$ cat config.mk
export PLATFORM = sky130hd
export DESIGN_NAME = branch_redirect_ctrl_flat
export DESIGN_NICKNAME = d
export VERILOG_FILES = /design/src/rtl/branch_redirect_if.sv /design/src/rtl/branch_redirect_ctrl.sv /design/src/flat_wrapper.sv
export SDC_FILE = /design/constraint.sdc
export NUM_CORES = 1
export LEC_CHECK = 0
export CAP_MARGIN = 10
export CORE_UTILIZATION = 38
export DETAILED_ROUTE_END_ITERATION = 6
export GPL_TIMING_DRIVEN = 0
export MAX_ROUTING_LAYER = met4
export PLACE_DENSITY = 0.88
export SLEW_MARGIN = 20
export SYNTH_ARGS = -nofsm -noshare
export SYNTH_HDL_FRONTEND = slang
export SYNTH_SLANG_ARGS = --single-unit
$ cat constraint.sdc
create_clock -name clk -period 1.9 [get_ports clk]
set_clock_uncertainty 0.15 [all_clocks]
set_input_delay 0.38 -clock clk [delete_from_list [all_inputs] [get_ports clk]]
set_output_delay 0.38 -clock clk [all_outputs]
set_load 0.02 [all_outputs]
$ cat src/rtl/branch_redirect_if.sv
// MEM-stage branch bundle between the pipeline and branch_redirect_ctrl.
// The master side is the pipeline and the slave side is the redirect controller.
interface branch_redirect_if #(
  parameter int ADDR_W = 32
);
  // Qualification rule: a branch is presented when mem_valid & mem_branch are
  // high. It is consumed only on a rising edge where stall_in is low and the
  // controller is idle. There is no ready back-pressure: a branch presented
  // while the controller is busy is wrong-path and is simply dropped.
  logic              mem_valid;
  logic              mem_branch;
  logic              mem_zero;
  logic [ADDR_W-1:0] mem_target;
  logic              stall_in;

  logic              pcsrc;
  logic [ADDR_W-1:0] pc_target;
  logic              flush_ifid;
  logic              flush_idex;
  logic              flush_exmem;

  modport master (
    output mem_valid, mem_branch, mem_zero, mem_target, stall_in,
    input  pcsrc, pc_target, flush_ifid, flush_idex, flush_exmem
  );

  modport slave (
    input  mem_valid, mem_branch, mem_zero, mem_target, stall_in,
    output pcsrc, pc_target, flush_ifid, flush_idex, flush_exmem
  );
endinterface

$ cat src/rtl/branch_redirect_ctrl.sv
// MEM-stage branch redirect sequencer: PC redirect followed by wrong-path squash.
// Optional branch statistics counters are enabled by defining BRANCH_STATS_EN.
module branch_redirect_ctrl #(
  parameter int ADDR_W        = 32,
  parameter int SQUASH_CYCLES = 1
) (
  input  logic                clk,
  input  logic                rst_n,
  branch_redirect_if.slave    bus,
  output logic                busy,
  output logic [31:0]         branch_cnt,
  output logic [31:0]         taken_cnt,
  output logic [1:0]          state_dbg
);

  typedef enum logic [1:0] {
    IDLE     = 2'd0,
    REDIRECT = 2'd1,
    SQUASH   = 2'd2
  } state_t;

  localparam logic [2:0] SQUASH_INIT = 3'(SQUASH_CYCLES);

  state_t            state;
  state_t            state_next;
  logic [2:0]        cnt;
  logic [2:0]        cnt_next;
  logic              capture;
  logic              is_branch;
  logic              take;

  logic              pcsrc_q;
  logic              flush_ifid_q;
  logic              flush_idex_q;
  logic              flush_exmem_q;
  logic              busy_q;
  logic [ADDR_W-1:0] pc_target_q;

  assign is_branch = bus.mem_valid & bus.mem_branch & ~bus.stall_in;
  assign take      = is_branch & bus.mem_zero;

  always_comb begin
    state_next = state;
    cnt_next   = cnt;
    capture    = 1'b0;
    case (state)
      IDLE: begin
        if (take) begin
          capture    = 1'b1;
          state_next = REDIRECT;
        end
      end
      REDIRECT: begin
        if (!bus.stall_in) begin
          cnt_next   = SQUASH_INIT;
          state_next = (SQUASH_CYCLES == 0) ? IDLE : SQUASH;
        end
      end
      SQUASH: begin
        if (!bus.stall_in) begin
          cnt_next = cnt - 3'd1;
          if (cnt <= 3'd1) begin
            state_next = IDLE;
          end
        end
      end
      default: begin
        state_next = IDLE;
        cnt_next   = 3'd0;
      end
    endcase
  end

  always_ff @(posedge clk or negedge rst_n) begin
    if (!rst_n) begin
      state <= IDLE;
      cnt   <= 3'd0;
    end else begin
      state <= state_next;
      cnt   <= cnt_next;
    end
  end

  // Outputs are flopped from the next state so they align with the state
  // register and carry no combinational path from the inputs.
  always_ff @(posedge clk or negedge rst_n) begin
    if (!rst_n) begin
      pcsrc_q       <= 1'b0;
      flush_ifid_q  <= 1'b0;
      flush_idex_q  <= 1'b0;
      flush_exmem_q <= 1'b0;
      busy_q        <= 1'b0;
    end else begin
      pcsrc_q       <= (state_next == REDIRECT);
      flush_ifid_q  <= (state_next != IDLE);
      flush_idex_q  <= (state_next == REDIRECT);
      flush_exmem_q <= (state_next == REDIRECT);
      busy_q        <= (state_next != IDLE);
    end
  end

  always_ff @(posedge clk or negedge rst_n) begin
    if (!rst_n) begin
      pc_target_q <= '0;
    end else if (capture) begin
      pc_target_q <= bus.mem_target;
    end
  end

`ifdef BRANCH_STATS_EN
  logic [31:0] branch_cnt_q;
  logic [31:0] taken_cnt_q;

  // Only branches seen while idle are architectural; busy-time ones are wrong-path.
  always_ff @(posedge clk or negedge rst_n) begin
    if (!rst_n) begin
      branch_cnt_q <= 32'd0;
      taken_cnt_q  <= 32'd0;
    end else begin
      if ((state == IDLE) && is_branch) begin
        branch_cnt_q <= branch_cnt_q + 32'd1;
      end
      if (capture) begin
        taken_cnt_q <= taken_cnt_q + 32'd1;
      end
    end
  end

  assign branch_cnt = branch_cnt_q;
  assign taken_cnt  = taken_cnt_q;
`else
  assign branch_cnt = 32'd0;
  assign taken_cnt  = 32'd0;
`endif

  assign bus.pcsrc       = pcsrc_q;
  assign bus.pc_target   = pc_target_q;
  assign bus.flush_ifid  = flush_ifid_q;
  assign bus.flush_idex  = flush_idex_q;
  assign bus.flush_exmem = flush_exmem_q;
  assign busy            = busy_q;
  assign state_dbg       = state;

endmodule
$ cat src/flat_wrapper.sv
// flat-port wrapper written by rule: the top's interface ports become plain ports
module branch_redirect_ctrl_flat 
#(
  parameter int ADDR_W        = 32,
  parameter int SQUASH_CYCLES = 1
)
  (clk, rst_n, busy, branch_cnt, taken_cnt, state_dbg, bus_mem_valid, bus_mem_branch, bus_mem_zero, bus_mem_target, bus_stall_in, bus_pcsrc, bus_pc_target, bus_flush_ifid, bus_flush_idex, bus_flush_exmem);
  branch_redirect_if #(.ADDR_W(ADDR_W)) bus_i ();
  input  logic clk;
  input  logic rst_n;
  output logic busy;
  output logic [31:0] branch_cnt;
  output logic [31:0] taken_cnt;
  output logic [1:0] state_dbg;
  input wire logic [$bits(bus_i.mem_valid)-1:0] bus_mem_valid;
  input wire logic [$bits(bus_i.mem_branch)-1:0] bus_mem_branch;
  input wire logic [$bits(bus_i.mem_zero)-1:0] bus_mem_zero;
  input wire logic [$bits(bus_i.mem_target)-1:0] bus_mem_target;
  input wire logic [$bits(bus_i.stall_in)-1:0] bus_stall_in;
  output wire logic [$bits(bus_i.pcsrc)-1:0] bus_pcsrc;
  output wire logic [$bits(bus_i.pc_target)-1:0] bus_pc_target;
  output wire logic [$bits(bus_i.flush_ifid)-1:0] bus_flush_ifid;
  output wire logic [$bits(bus_i.flush_idex)-1:0] bus_flush_idex;
  output wire logic [$bits(bus_i.flush_exmem)-1:0] bus_flush_exmem;
  assign bus_i.mem_valid = bus_mem_valid;
  assign bus_i.mem_branch = bus_mem_branch;
  assign bus_i.mem_zero = bus_mem_zero;
  assign bus_i.mem_target = bus_mem_target;
  assign bus_i.stall_in = bus_stall_in;
  assign bus_pcsrc = bus_i.pcsrc;
  assign bus_pc_target = bus_i.pc_target;
  assign bus_flush_ifid = bus_i.flush_ifid;
  assign bus_flush_idex = bus_i.flush_idex;
  assign bus_flush_exmem = bus_i.flush_exmem;
  branch_redirect_ctrl #(.ADDR_W(ADDR_W), .SQUASH_CYCLES(SQUASH_CYCLES)) u_core (.clk(clk), .rst_n(rst_n), .bus(bus_i), .busy(busy), .branch_cnt(branch_cnt), .taken_cnt(taken_cnt), .state_dbg(state_dbg));
endmodule
==> metrics.txt, run 1 <==
die height=approximately 80 um; fin crit period=1.806 ns; YS warnings=0; CTS tree=built; P_int=about 3.0 mW; switching power share of the total=36.06%; first-pass GRT wire length=around 7000 um; vias in the first global route=around 1500; endpoints failing setup=0; clock buffer depth=2; CTS Buf Count=5; # IOs=between 100 and 150; worst hold endpoint=u_core.cnt[1]$_DFFE_PN0P_; Crit path max-delay family=buffers and inverters; grt ovf=0; status=completed; CTS Root Cell=clkbuf_8; row count=28; ratio of cells with drive above 1 in the final layout=between 30 and 40%; antenna violations before repair=0; sequential share of power=~31%; GR Util met3=just over 5%; Hold Startpoint=bus_stall_in; sequential area share after synthesis=roughly two fifths; reg2reg end=u_core.bus.pc_target[1]$_DFFE_PN0P_; WL/cell=~12 um; startpoint class of the critical path=flip-flop; GR Util met1=between 15 and 20%; worst min-delay path class=in -> reg; routability cong.=0.6952; cell count after synthesis=between 150 and 200; diode count=0; Fmax=roughly 0.55 GHz; Detailed Place HPWL=3785 um; P per Cell Area=approximately 1300 nW/um^2; Clk pwr share=14.5%; CP required=about 1.4 ns; critical path's slowest cell=clkdlybuf4s50_1; combinational share of power=54.5%; DRC Markers=0; core area=~5900 um^2; #FFs+latches synth=39; VDD IR max=about 0.74 mV; Initial Util=39.41%; CTS sink cnt=39; WL final=roughly 4800 um; Levels on crit path=1; largest cells by area after synthesis=dfrtp_1, buf_4, mux2_4, ha_1, buf_6; Syn Area/Cell=between 10 and 15 um^2; Crit path largest cell delay=~0.63 ns; Post-Syn Area=approximately 2300 um^2; Die Footprint=~6500 um^2; R2R Setup Slk=~0.1 ns; worst slack at placement=-0.1079 ns; Reg clk slew, reported paths=~0.08 ns; crit-path max FO=2; H-tree depth=2; RSZ-0062 raised after global routing=no; final max-slew violation count=0; overall routing resource usage=between 10 and 15%; Die X=~80 um; final std cells w/o fill=around 410; Final Hold Vio Count=0; crit share post-route=a little over nine tenths; total number of vias=between 1500 and 2000; element type at the critical path end=output pin; layout net count=379; 1st-iter DRT viols=8; synthesis-to-layout area growth=52.82%; Crit path buffers/inverters=1; Tot Pwr=4.731 mW; DP Cell Count=around 400; Setup WS post-layout=~0.094 ns; Reg2Reg Launch Point=u_core.state_dbg[1]$_DFF_PN0_; largest net degree at the start of global routing=24; Post-DRT Antenna Nets=0; CP arrival=approximately 1.3 ns; LEAKAGE=about 1.9 nW; via density per instance=between 3 and 4; hold path depth=3; total of max-cap violations=0; Synth top area share=a little over two fifths; First-pass DRT Iterations=4; Port Buffer Count=75; GR peak layer=met2; post-synth top area cell=dfrtp_1; worst-path cell chain=clkdlybuf4s50_1; GR Util met2=25.51%; Setup CP Type=reg -> out; sw power=about 1.7 mW; Synth cell types=29; reg2reg path depth=6; clk_lat worst skew=0.29 ns
==> worst min-delay path: cells and delay by family <==
kind,cells,cell delay [ns]
buffers and inverters,1,0.11
AO/OA/AOI/OAI,2,0.21
==> power by group through the flow <==
stage | clock (mW) | combinational (mW) | sequential [mW]
global placement | 0 | 2.53 | 1.45
finish | 0.684 | 2.58 | 1.47
floorplan | 0 | 1.09 | 1.91
detailed placement | 0 | 2.59 | 1.48
global route | 0.735 | 2.73 | 1.52
CTS | 0.711 | 2.59 | 1.47
==> Yosys cell counts <==
cell type   n
a211oi_1    1
nand3b_1    1
o21ba_2     1
buf_6       4
nand2_4     1
a21o_1      1
o31ai_2     1
nand2_1     1
o21ai_0     4
nor2_1      5
buf_4      67
nand2b_1    1
a21oi_1     3
buf_2       1
nor3b_1     1
o22a_1      1
conb_1      1
nor2b_1     4
dfrtp_1    39
mux2_4     30
nor2_2      1
mux2_2      2
a31oi_1     1
a2111oi_0   1
ha_1        6
and4b_2     1
a2111oi_4   1
inv_1       6
a22o_1      1
==> flip-flops by register name (all words and copies together), names as in the netlist <==
name / flops
u_core.state_dbg: 2
u_core.bus.pcsrc: 1
u_core.bus.flush_ifid: 1
u_core.bus.pc_target: 32
u_core.cnt: 3
==> metrics by stage <==
step	instance area [um^2]	hold slack [ns]	TNS, ns	util, %
2_1_floorplan	2570	-0.06559	0	-
3_3_place_gp	3415	0.3369	-27.36	57.67
3_5_place_dp	3437	0.2063	-3.068	58.05
4_1_cts	3555	0.2869	0	60.04
5_1_grt	3566	0.3254	0	60.23
6_report	3566	0.3030	0	60.23
==> how the worst max path moves through the flow <==
| stage | startpoint | end | slack [ns] |
|---|---|---|---|
| 6_report | u_core.bus.pc_target[24]$_DFFE_PN0P_ | bus_pc_target[24] | 0.09 |
| 5_1_grt | u_core.state_dbg[1]$_DFF_PN0_ | u_core.bus.flush_ifid$_DFF_PN0_ | 0.02 |
| 4_1_cts | u_core.bus.flush_ifid$_DFF_PN0_ | busy | 0.005 |
| 3_5_place_dp | bus_mem_zero | u_core.bus.pc_target[1]$_DFFE_PN0P_ | -0.11 |
| 3_3_place_gp | rst_n | u_core.bus.pc_target[23]$_DFFE_PN0P_ | -0.63 |
| 2_1_floorplan | u_core.state_dbg[0]$_DFF_PN0_ | u_core.bus.pc_target[0]$_DFFE_PN0P_ | 0.09 |
==> per-layer routing <==
layer	share of wire (%)	wire [um]
met1	37	1803
met2	50	2438
met3	11	520
met4	1.4	68
met5	0	0
==> logic make-up (layout without fill, tap and decap cells) <==
family / count (synthesis) / in the layout / synth area share [%]
other: 1 / 64 / 0.1607
adders and majority gates: 6 / 6 / 3.217
buffers and inverters: 78 / 163 / 24.66
and+or+nand+nor: 16 / 16 / 4.183
muxes: 32 / 32 / 20.27
AOI/OAI and AO/OA: 16 / 16 / 5.684
DFF: 39 / 39 / 41.82
==> timing repair <==
item,in CTS,in global routing
hold buffers,1,0
hold endpoints to repair,16,0
resized for setup,4,4
pin swaps,0,0
cloned,0,0
buffers inserted,0,0
endpoints found under the setup margin,4,34
==> layout by cell type (no fill, tap or decap) <==
cell	n
buf_4	67
a22o_1	1
clkinv_4	1
clkdlybuf4s50_1	68
buf_6	4
a21oi_1	3
a21o_1	1
nor2_2	1
clkinv_2	1
a2111oi_4	1
dfrtp_2	1
o31ai_2	1
a2111oi_0	1
mux2_4	30
mux2_2	2
a211oi_1	1
a31oi_1	1
and4b_2	1
buf_2	2
nand2_4	1
clkbuf_8	5
nand2_1	1
dfrtp_1	38
dlygate4sd2_1	4
o21ba_2	1
dlygate4sd3_1	1
nand3b_1	1
nor2_1	5
nor2b_1	4
bufinv_16	1
inv_1	6
o22a_1	1
nor3b_2	1
conb_1	64
ha_1	6
nand2b_1	1
dlymetal6s2s_1	2
buf_16	1
o21ai_0	4
==> final cells by class <==
type	count	area (um^2)
buffer	72	553.0
clock buffer	5	68.82
clock inverter	3	43.79
fill	478	2355
inverter	6	22.52
multi-input combinational	134	1023
sequential	39	977.2
tap	75	93.84
timing repair buffer	77	783.3
No activity file was read; power rests on OpenSTA's default activity.
==> run 2: changes to the inputs <==
--- a/config.mk
+++ b/config.mk
@@ -8,7 +8,6 @@
 export CAP_MARGIN = 10
 export CORE_UTILIZATION = 38
 export DETAILED_ROUTE_END_ITERATION = 6
-export GPL_TIMING_DRIVEN = 0
 export MAX_ROUTING_LAYER = met4
 export PLACE_DENSITY = 0.88
 export SLEW_MARGIN = 20
==> metrics.txt, run 2 (same netlist as run 1, synthesis figures left out) <==
status=complete, but fails checks (was completed); failing checks=hold timing; largest net degree at the start of global routing=40 (was 24); endpoints failing setup=0 (unchanged); CP arrival=1.30 ns (was 1.28 ns); clock buffer depth=2 (unchanged); total of max-cap violations=0 (unchanged); total number of vias=1460 (was 1628); Crit path largest cell delay=0.63 ns (about the same); overall routing resource usage=13.37% (was 14.46%); Clk pwr share=15.2% (was 14.5%); GR Util met3=3.523% (was 5.114%); fin crit period=1.832 ns (was 1.806 ns); CP required=1.37 ns (about the same); 1st-iter DRT viols=36 (was 8); via density per instance=4.160 (was 3.961); DRC Markers=0 (unchanged); sequential share of power=31.3% (was 31.0%); P_int=2.990 mW (was 3.025 mW); P per Cell Area=1504 nW/um^2 (was 1327 nW/um^2); VDD IR max=0.7160 mV (was 0.7422 mV); final max-slew violation count=0 (unchanged); switching power share of the total=35.79% (was 36.06%); combinational share of power=53.6% (was 54.5%); commonest non-fill, non-tap cells in the layout=clkdlybuf4s50_1, conb_1, dfrtp_1, mux2_4, buf_4 (was clkdlybuf4s50_1, buf_4, conb_1, dfrtp_1, mux2_4); Fmax=0.5457 GHz (was 0.5536 GHz); crit-path max FO=3 (was 2); H-tree depth=2 (unchanged); CTS tree=built (unchanged); WL final=4324 um (was 4831 um); LEAKAGE=1.553 nW (was 1.913 nW); sw power=1.667 mW (was 1.706 mW); startpoint class of the critical path=flip-flop (unchanged); vias in the first global route=1317 (was 1498); Crit path buffers/inverters=1 (unchanged); element type at the critical path end=output pin (unchanged); Post-CTS Setup Bufs=0 (unchanged); Final Core Density=52.30% (was 60.23%); GR Util met1=14.86% (was 15.02%); hold buffers post-CTS=0 (was 1); Post-DRT Antenna Nets=0 (unchanged); row count=28 (unchanged); synthesis-to-layout area growth=32.71% (was 52.82%); commonest non-fill, non-tap cell in the layout=clkdlybuf4s50_1 (unchanged); Hold WS=-0.01428 ns (was 0.3030 ns); diode count=0 (unchanged); Detailed Place HPWL=3401 um (was 3785 um); Initial Util=39.41% (unchanged); worst-path cell chain=clkdlybuf4s50_1 (unchanged); worst min-delay path class=in -> async (was in -> reg); CTS Buf Count=5 (unchanged); Final Hold Vio Count=39 (was 0); WL/cell=12.32 um (was 11.75 um); max FFs per register=32 (unchanged); Setup CP Type=reg -> out (unchanged); ratio of cells with drive above 1 in the final layout=22.10% (was 36.31%); critical path's slowest cell=clkdlybuf4s50_1 (unchanged); First-pass DRT Iterations=4 (unchanged); die height=80.36 um (unchanged); Die Footprint=6458 um^2 (unchanged); Reg clk slew, reported paths=0.07 ns (was 0.08 ns); Die X=80.36 um (unchanged); CTS Root Cell=clkbuf_8 (unchanged); clk_lat worst skew=0.28 ns (was 0.29 ns); crit share post-route=96.44% (was 95.08%); GR Util met2=23.14% (was 25.51%); grt ovf=0 (unchanged); Crit path max-delay family=buffers and inverters (unchanged); Port Buffer Count=76 (was 75); first-pass GRT wire length=6313 um (was 6982 um); layout net count=319 (was 379); CTS sink cnt=39 (unchanged); Tot Pwr=4.656 mW (was 4.731 mW); GR peak layer=met2 (unchanged); antenna violations before repair=0 (unchanged); routability cong.=0.8162 (was 0.6952); filler instances=511 (was 478); RSZ-0062 raised after global routing=no (unchanged); # IOs=141 (unchanged); core area=5921 um^2 (unchanged)
==> run 2: cell count changes in the layout (fill, tap and decap cells not counted), moves of 2 or more <==
cell | before | now
clkdlybuf4s50_1 | 68 | 72
buf_6 | 4 | 0
dlygate4sd2_1 | 4 | 2
buf_4 | 67 | 12
==> run 2: metal layers <==
layer  share of wire [%]  up-vias
li1                    -      665
met5                   0        -
met1                  40      702
met2                  50       85
met3                 7.8        8
met4                 1.6        0
==> run 2: final timing paths <==
path	startpoint	to	slack [ns]	depth (start not counted)
max reg2reg	u_core.cnt[0]$_DFFE_PN0P_	u_core.bus.pcsrc$_DFF_PN0_	0.13	6
min	rst_n	u_core.bus.pc_target[28]$_DFFE_PN0P_	-0.01	2
min reg2reg	u_core.bus.pc_target[25]$_DFFE_PN0P_	u_core.bus.pc_target[25]$_DFFE_PN0P_	0.36	1
min in group clk	u_core.bus.pc_target[25]$_DFFE_PN0P_	u_core.bus.pc_target[25]$_DFFE_PN0P_	0.36	1
max in group asynchronous	rst_n	u_core.cnt[0]$_DFFE_PN0P_	1.28	2
max	u_core.bus.pcsrc$_DFF_PN0_	bus_flush_idex	0.07	1
==> run 2: through the flow <==
stage               setup TNS (ns)  area, um^2  instances  setup slack, ns
global placement            -2.944        2977        343          -0.1097
finish                           0        3097        351          0.06763
global route                     0        3097        351          0.01437
detailed placement          -3.548        2977        343          -0.1280
floorplan                        0        2570        251          0.08533
CTS                              0        3092        351          0.02222
==> run 2: what timing repair did <==
action / in CTS / in global routing
resized for setup: 2 / 2
pin swaps: 0 / 0
setup endpoints to repair: 2 / 2
==> run 2: cell type report <==
| cell class | count | area (um^2) | area share, % |
|---|---|---|---|
| clock buffer | 6 | 82.58 | 2.667 |
| clock inverter | 2 | 35.03 | 1.131 |
| inverter | 6 | 22.52 | 0.7273 |
| multi-input combinational | 134 | 1021 | 32.97 |
| sequential | 39 | 975.9 | 31.52 |
| tap | 75 | 93.84 | 3.030 |
| timing repair buffer | 89 | 865.8 | 27.96 |
==> run 2: power by group through the flow <==
stage	logic [mW]	clock network (mW)	registers (mW)
final	2.49	0.706	1.46
after global routing	2.65	0.757	1.51
after CTS	2.51	0.724	1.46
after detailed placement	2.51	0	1.46
after global placement	2.44	0	1.46
after floorplan	1.09	0	1.91
==> variant 1: new RTL, flow settings as in run 2 <==
`ADDR_W` is set to 32 in 3 places; all go to 16.
--- a/src/rtl/branch_redirect_if.sv
+++ b/src/rtl/branch_redirect_if.sv
@@ -1,7 +1,7 @@
 // MEM-stage branch bundle between the pipeline and branch_redirect_ctrl.
 // The master side is the pipeline and the slave side is the redirect controller.
 interface branch_redirect_if #(
-  parameter int ADDR_W = 32
+  parameter int ADDR_W = 16
 );
   // Qualification rule: a branch is presented when mem_valid & mem_branch are
   // high. It is consumed only on a rising edge where stall_in is low and the
--- a/src/rtl/branch_redirect_ctrl.sv
+++ b/src/rtl/branch_redirect_ctrl.sv
@@ -1,7 +1,7 @@
 // MEM-stage branch redirect sequencer: PC redirect followed by wrong-path squash.
 // Optional branch statistics counters are enabled by defining BRANCH_STATS_EN.
 module branch_redirect_ctrl #(
-  parameter int ADDR_W        = 32,
+  parameter int ADDR_W        = 16,
   parameter int SQUASH_CYCLES = 1
 ) (
   input  logic                clk,
--- a/src/flat_wrapper.sv
+++ b/src/flat_wrapper.sv
@@ -1,7 +1,7 @@
 // flat-port wrapper written by rule: the top's interface ports become plain ports
 module branch_redirect_ctrl_flat 
 #(
-  parameter int ADDR_W        = 32,
+  parameter int ADDR_W        = 16,
   parameter int SQUASH_CYCLES = 1
 )
   (clk, rst_n, busy, branch_cnt, taken_cnt, state_dbg, bus_mem_valid, bus_mem_branch, bus_mem_zero, bus_mem_target, bus_stall_in, bus_pcsrc, bus_pc_target, bus_flush_ifid, bus_flush_idex, bus_flush_exmem);
Ports: changed (resized bus_mem_target and bus_pc_target); port bits go from 141 to 109. The function was not compared with the original's and may differ.
==> variant 1 against run 2 <==
- synthesized cell count fell by 18%
- hold slack improved by 340 ps
- die area fell by 28%
- sequential cell count fell by 16
- final area fell by 37%
- fmax rose by 2.0%
- sequential power fell by 43%
- via count fell by 33%
- critical path depth did not move
- global-route usage fell by 1.2 points
- total power fell by 42%
- setup slack improved by 36 ps
- wire length fell by 39%
- area after synthesis fell by 29%
- critical path type unchanged
- largest cell class unchanged
- largest power group unchanged
==> variant 1: results (changes against run 2) <==
** CTS
- Clock-pin slew was measured on the worst setup and hold paths at around 80 ps.
- CTS placed an instance of sky130_fd_sc_hd__clkbuf_8 at the clock tree root.
- The count of H-tree levels built during CTS came to 1 (-1).
- Number of setup buffers added after CTS :: 0 (unchanged)
- Skew-Pair Late Insertion Delay :: 250 ps (-30 ps)
- The maximum root-to-sink buffer count came to 2 (unchanged).
- Number of buffers created by CTS :: 3 (-2)

** Power
- Static power due to leakage :: 0.998 nW (-36%)
- Worst VDD drop :: 0.705 mV (-1.5%)

** Logic synthesis
- Among all flip-flop cells after synthesis, the most frequent one is sky130_fd_sc_hd__dfrtp_1.
- The commonest cells after synthesis are 68 x sky130_fd_sc_hd__buf_4, 23 x sky130_fd_sc_hd__dfrtp_1, 10 x sky130_fd_sc_hd__mux2_4.
- Post-synthesis sequential area ratio :: 0.347 (-0.0711)
- The distinct cell type count of the synthesized netlist was 28 (-3.4%).
- Fraction of registers with async set or reset after synthesis :: 1.00 (unchanged)
- Dominant cells by area after synthesis :: sky130_fd_sc_hd__dfrtp_1 35%, sky130_fd_sc_hd__buf_4 31%, sky130_fd_sc_hd__mux2_4 9.1%

** Layout
- The share of cells above drive strength 1 is 0.159 (-0.0618).
- The filler cell count in the final layout was 390 (-24%).
- Nets@finish :: 230 (-28%)
- ANT cells :: 0 (unchanged)
- Largest register FFs :: 16 (-50%)

** GRT
- The total routing resource utilization after global routing is 0.122 (-0.0121).
- Wire length of the first global-routing pass :: 4010 um (-37%)
- The via count of the first global-routing pass was 818 (-38%).
- Antenna violations before repair :: 0 (unchanged)
- The largest net degree at the start of global routing is 24 (-40%).

** Critical path
- Biggest fanout along the worst timing path :: 2 (-1)
- Broken down by cell family, the worst path's largest delay share belongs to buffers and inverters.
- Across all register-to-register paths, the minimum setup slack is between 100 and 150 ps.
- Reg2Reg Capture Point :: u_core.bus.pcsrc$_DFF_PN0_
- Maximum single-stage delay on the critical path :: between 600 and 700 ps
- Depth of the worst register-to-register path :: 6 (unchanged)
- Worst setup path end :: bus_pc_target[0]
- Arrival @ worst endpoint :: 1270 ps (-30 ps)
- R2R Path Start :: u_core.cnt[0]$_DFFE_PN0P_
- Critical-path top delay cell :: sky130_fd_sc_hd__clkdlybuf4s50_1
- In this run the worst setup path begins at u_core.bus.pc_target[0]$_DFFE_PN0P_.

** Placement
- IO buf count :: 44 (-42%)
- Placement-stage cell area :: 0.00191 sq mm (-36%)
- The worst setup timing slack at the placement stage came to -126 ps (+1.98 ps).
- Detailed placer's ending HPWL :: 2150 um (-37%)
- GP Congestion :: 0.812 (-0.47%)

** STA
- Post-layout worst setup margin :: 104 ps (+36.4 ps)
- The number of setup violations in the final report came to 0 (unchanged).

** Route
- Average via count per standard cell :: 3.87 (-6.9%)
- Count of unresolved DRC violations after routing :: 0 (unchanged)
- Wire length after detailed routing :: 2630 um (-39%)
- The length of the first detailed-routing pass in iterations is 4 (unchanged).
- The starting DRC count in detailed routing is 26 (-28%).

** Status
- The flow ran to the end, and the final reports show no timing, DRC or antenna violations.

** Min path
- The path class of the tightest hold or removal check is in -> async.
[variant 1: cell count changes in the layout (fill, tap and decap cells not counted), moves of 2 or more]
cell                              before  now
sky130_fd_sc_hd__clkdlybuf4s50_1      72   42
sky130_fd_sc_hd__mux2_4               30   10
sky130_fd_sc_hd__dfrtp_1              39   23
sky130_fd_sc_hd__buf_4                12    6
sky130_fd_sc_hd__mux2_2                2    6
sky130_fd_sc_hd__clkbuf_8              6    3
sky130_fd_sc_hd__dlygate4sd2_1         2    0
[variant 1: cell type report]
cell class                 count  area share
clock buffer                   4      0.0229
inverter                       6      0.0115
multi-input combinational    118       0.391
sequential                    23       0.293
tap                           50      0.0319
timing repair buffer          50       0.250
[variant 1: timing repair]
item	CTS	global route
hold buffers	0	0
gates resized for setup	0	4
setup endpoints to repair	0	4
[variant 1: cell families after synthesis]
family / share of synthesized area
buf+inv: 0.335
flops: 0.347
compound gates: 0.0800
mux: 0.131
simple gates: 0.0589
fa+ha+maj: 0.0453
other cells: 0.00226
[variant 1: power by group]
group          internal (W)  switching (W)  leakage, nW  total, W
Clock              0.000149       0.000141       0.0228  0.000290
Sequential         0.000706       0.000122        0.286  0.000828
Combinational      0.000789       0.000791        0.690   0.00158
[variant 1: per-stage QoR]
step / instances / hold WS (ps) / util
after floorplan: 217 / -65.6 / -
after global placement: 247 / 339 / 0.467
after detailed placement: 247 / 344 / 0.467
after CTS: 251 / 331 / 0.478
after global routing: 251 / 352 / 0.480
final: 251 / 327 / 0.480
[variant 1: worst min-delay path by stage]
stage	start	endpoint	slack, ps	cells after the start
after floorplan	rst_n	u_core.bus.flush_ifid$_DFF_PN0_	-70	0
after CTS	rst_n	u_core.cnt[1]$_DFFE_PN0P_	330	2
after global routing	rst_n	u_core.bus.pc_target[10]$_DFFE_PN0P_	350	2
after detailed placement	u_core.bus.pc_target[9]$_DFFE_PN0P_	u_core.bus.pc_target[9]$_DFFE_PN0P_	340	1
after global placement	u_core.bus.pc_target[8]$_DFFE_PN0P_	u_core.bus.pc_target[8]$_DFFE_PN0P_	340	1
final	rst_n	u_core.cnt[2]$_DFFE_PN0P_	330	2
[variant 1: routing by layer]
layer  wire length, um  track usage  part of all wire
met5                 0            -                 0
met4                34       0.0391             0.013
met3               146       0.0250             0.055
met2              1390        0.192              0.53
met1              1070        0.155              0.40
==> variant 2: new RTL, settings of run 2 <==
Without the edit above. Put one more register stage on the output `state_dbg`, cleared by the reset. The value now appears one clock later. The other outputs are not delayed to match.
--- a/src/rtl/branch_redirect_ctrl.sv
+++ b/src/rtl/branch_redirect_ctrl.sv
@@ -139,6 +139,12 @@
   assign bus.flush_idex  = flush_idex_q;
   assign bus.flush_exmem = flush_exmem_q;
   assign busy            = busy_q;
-  assign state_dbg       = state;
+  always_ff @(posedge clk or negedge rst_n) begin
+    if (!rst_n) begin
+      state_dbg <= '0;
+    end else begin
+      state_dbg <= state;
+    end
+  end
 
 endmodule
Formal check against the unedited RTL: not equivalent (a bounded check fails within 4 cycles, from zero or initial values and one cycle with rst_n low).
==> variant 2 against run 2 <==
- wire length is 3.8% higher
- total power is 3.9% higher
- area after synthesis is 2.1% higher
- setup slack better by 8.5 ps
- clock power is 18% higher
- synthesized cell count is 1.1% higher
- fmax is 0.47% higher
- final area is 1.9% higher
- sequential cell count is 2 higher
- core utilization is 0.39 points higher
- via count is 0.68% lower
- critical path type unchanged
- largest cell class is now registers
- largest power group unchanged
==> variant 2: results (changes against run 2) <==
** Status
- The run finished with clean final reports.

** Placement
- The HPWL after detailed placement came to 3480 um (+2.4%).
- GP Congestion :: 0.746 (-8.6%)
- Placement-stage cell area :: 0.00301 sq mm (+1.0%)
- Worst-case setup slack after placement :: -152 ps (-23.6 ps)
- Cell Count Post-Placement :: 339 (-1.2%)
- IO buf count :: 76 (unchanged)

** Logic synthesis
- The number of standard cells after synthesis came to 190 (+1.1%).
- Post-synthesis compound-gate area fraction :: 0.0556 (-0.00119)
- Count of unique library cells instantiated by Yosys :: 29 (unchanged)
- The arithmetic-cell share of the synthesized area counting full adders, half adders and majority gates came to 0.0315 (-0.000676).
- Most numerous cell types in the synthesized netlist :: 67 x sky130_fd_sc_hd__buf_4, 41 x sky130_fd_sc_hd__dfrtp_1, 30 x sky130_fd_sc_hd__mux2_4
- Dominant synthesized flop cell :: sky130_fd_sc_hd__dfrtp_1
- The sequential cell area fraction in the yosys report was 0.430 (+0.0122).
- Dominant cells by area after synthesis :: sky130_fd_sc_hd__dfrtp_1 43%, sky130_fd_sc_hd__buf_4 21%, sky130_fd_sc_hd__mux2_4 19%
- The mux cell area share after synthesis came to 0.198 (-0.00426).
- The count of synthesis-stage warnings from yosys was 0 (unchanged).
- The synthesized-area fraction occupied by xor and xnor cells was 0 (unchanged).
- Fraction of registers with async set or reset after synthesis :: 1.00 (unchanged)

** GRT
- The largest net degree at the start of global routing came to 25 (-38%).
- The via count of the first global-routing pass was 1339 (+1.7%).
- The total routing resource utilization after global routing was 0.139 (+0.00555).
- The initial antenna violation count is 0 (unchanged).
- Wire length of the first global-routing pass :: 6730 um (+6.7%)

** Critical path
- In this design, the stage delay of the slowest critical-path cell is about 620 ps.
- Family with the most delay on the worst path :: buffers and inverters
- Depth of the worst register-to-register path :: 5 (-1)
- R2R Path Start :: u_core.state[1]$_DFF_PN0_
- The largest individual stage delay along the critical path comes from the cell sky130_fd_sc_hd__clkdlybuf4s50_1.

** Layout
- Share of layout cells above drive strength 1 :: 0.201 (-0.0195)
- The final net count is 316 (-0.94%).
- The number of antenna cells inserted was 0 (unchanged).
- Count of fill cells added during filler insertion :: 482 (-5.7%)
- The number of flip-flops under the largest register name was 32 (unchanged).

** Route
- The number of vias in the routed layout came to 1450 (-0.68%).
- The length of the first detailed-routing pass in iterations was 5 (+1).
- Wire length per cell :: 12.9 um (+4.7%)
- Wire length after detailed routing :: 4490 um (+3.8%)
- The starting DRC count in detailed routing was 34 (-5.6%).

** STA
- Final number of max-transition violations :: 0 (unchanged)

** CTS
- Skew-Pair Late Insertion Delay :: 280 ps (about the same)
- The tree is rooted in a sky130_fd_sc_hd__clkbuf_8.
- The CTS buffer count was 5 (unchanged).
- After clock tree synthesis, the clock-pin slew on the worst setup and hold paths is 80 ps.
- Bufs on Longest Clock Path :: 2 (unchanged)
- The count of H-tree levels built during CTS is 2 (unchanged).

** Power
- Worst VDD drop :: 1.01 mV (+41%)
- Static power due to leakage :: 1.55 nW (-0.12%)

** Min path
- The worst hold path belongs to the class reg -> reg.
- Hold Path Origin :: u_core.state[1]$_DFF_PN0_
- The worst hold path passes through 0 cells.
variant 2: per-layer routing:
layer,track usage,vias to the layer above,part of all wire
li1,-,661,-
met1,0.165,692,0.41
met2,0.231,91,0.49
met3,0.0348,6,0.088
met4,0.0446,0,0.013
met5,-,-,0
variant 2: final timing paths:
check / endpoint / slack (ps)
max: bus_flush_exmem / 80
min: u_core.state_dbg[1]$_DFF_PN0_ / 360
max reg2reg: u_core.bus.pcsrc$_DFF_PN0_ / 170
min reg2reg: u_core.state_dbg[1]$_DFF_PN0_ / 360
max in group asynchronous: u_core.bus.pc_target[1]$_DFFE_PN0P_ / 700
min in group asynchronous: u_core.bus.pc_target[8]$_DFFE_PN0P_ / 410
variant 2: stage by stage:
step / setup TNS [ps] / power, W / util
final: 0 / 0.00484 / 0.527
after global routing: 0 / 0.00512 / 0.527
after global placement: -3000 / 0.00392 / 0.502
after detailed placement: -4050 / 0.00402 / 0.502
after CTS: 0 / 0.00487 / 0.527
after floorplan: 0 / 0.00305 / -
variant 2: cell type report:
cell class	instances	area (sq um)	share of cell area
clock buffers	5	68.8	0.0218
clock inverters	3	68.8	0.0218
inverters	6	22.5	0.00713
multi-input cells	134	1020	0.323
flip-flops and latches	41	1030	0.325
well taps	75	93.8	0.0297
repair buffers	84	856	0.271
variant 2: logic make-up (layout without fill, tap and decap cells):
family                   Yosys count  in the layout
AO/OA/AOI/OAI                     16             16
adder cells (fa/ha/maj)            6              6
buffers and inverters             78             98
flip-flops                        41             41
multiplexers                      32             32
other                              1             64
AND/OR/NAND/NOR                   16             16
variant 2: power breakdown:
part | internal (W) | leakage, nW | switching, W | total [W]
logic | 0.00134 | 0.979 | 0.00114 | 0.00248
registers | 0.00127 | 0.504 | 0.000255 | 0.00153
clock network | 0.000529 | 0.0687 | 0.000307 | 0.000835
variant 2: what timing repair did:
action | 4_1_cts | 5_1_grt
hold buffers | 1 | 0
hold endpoints to repair | 17 | 0
resized for setup | 0 | 1
setup endpoints to repair | 0 | 33
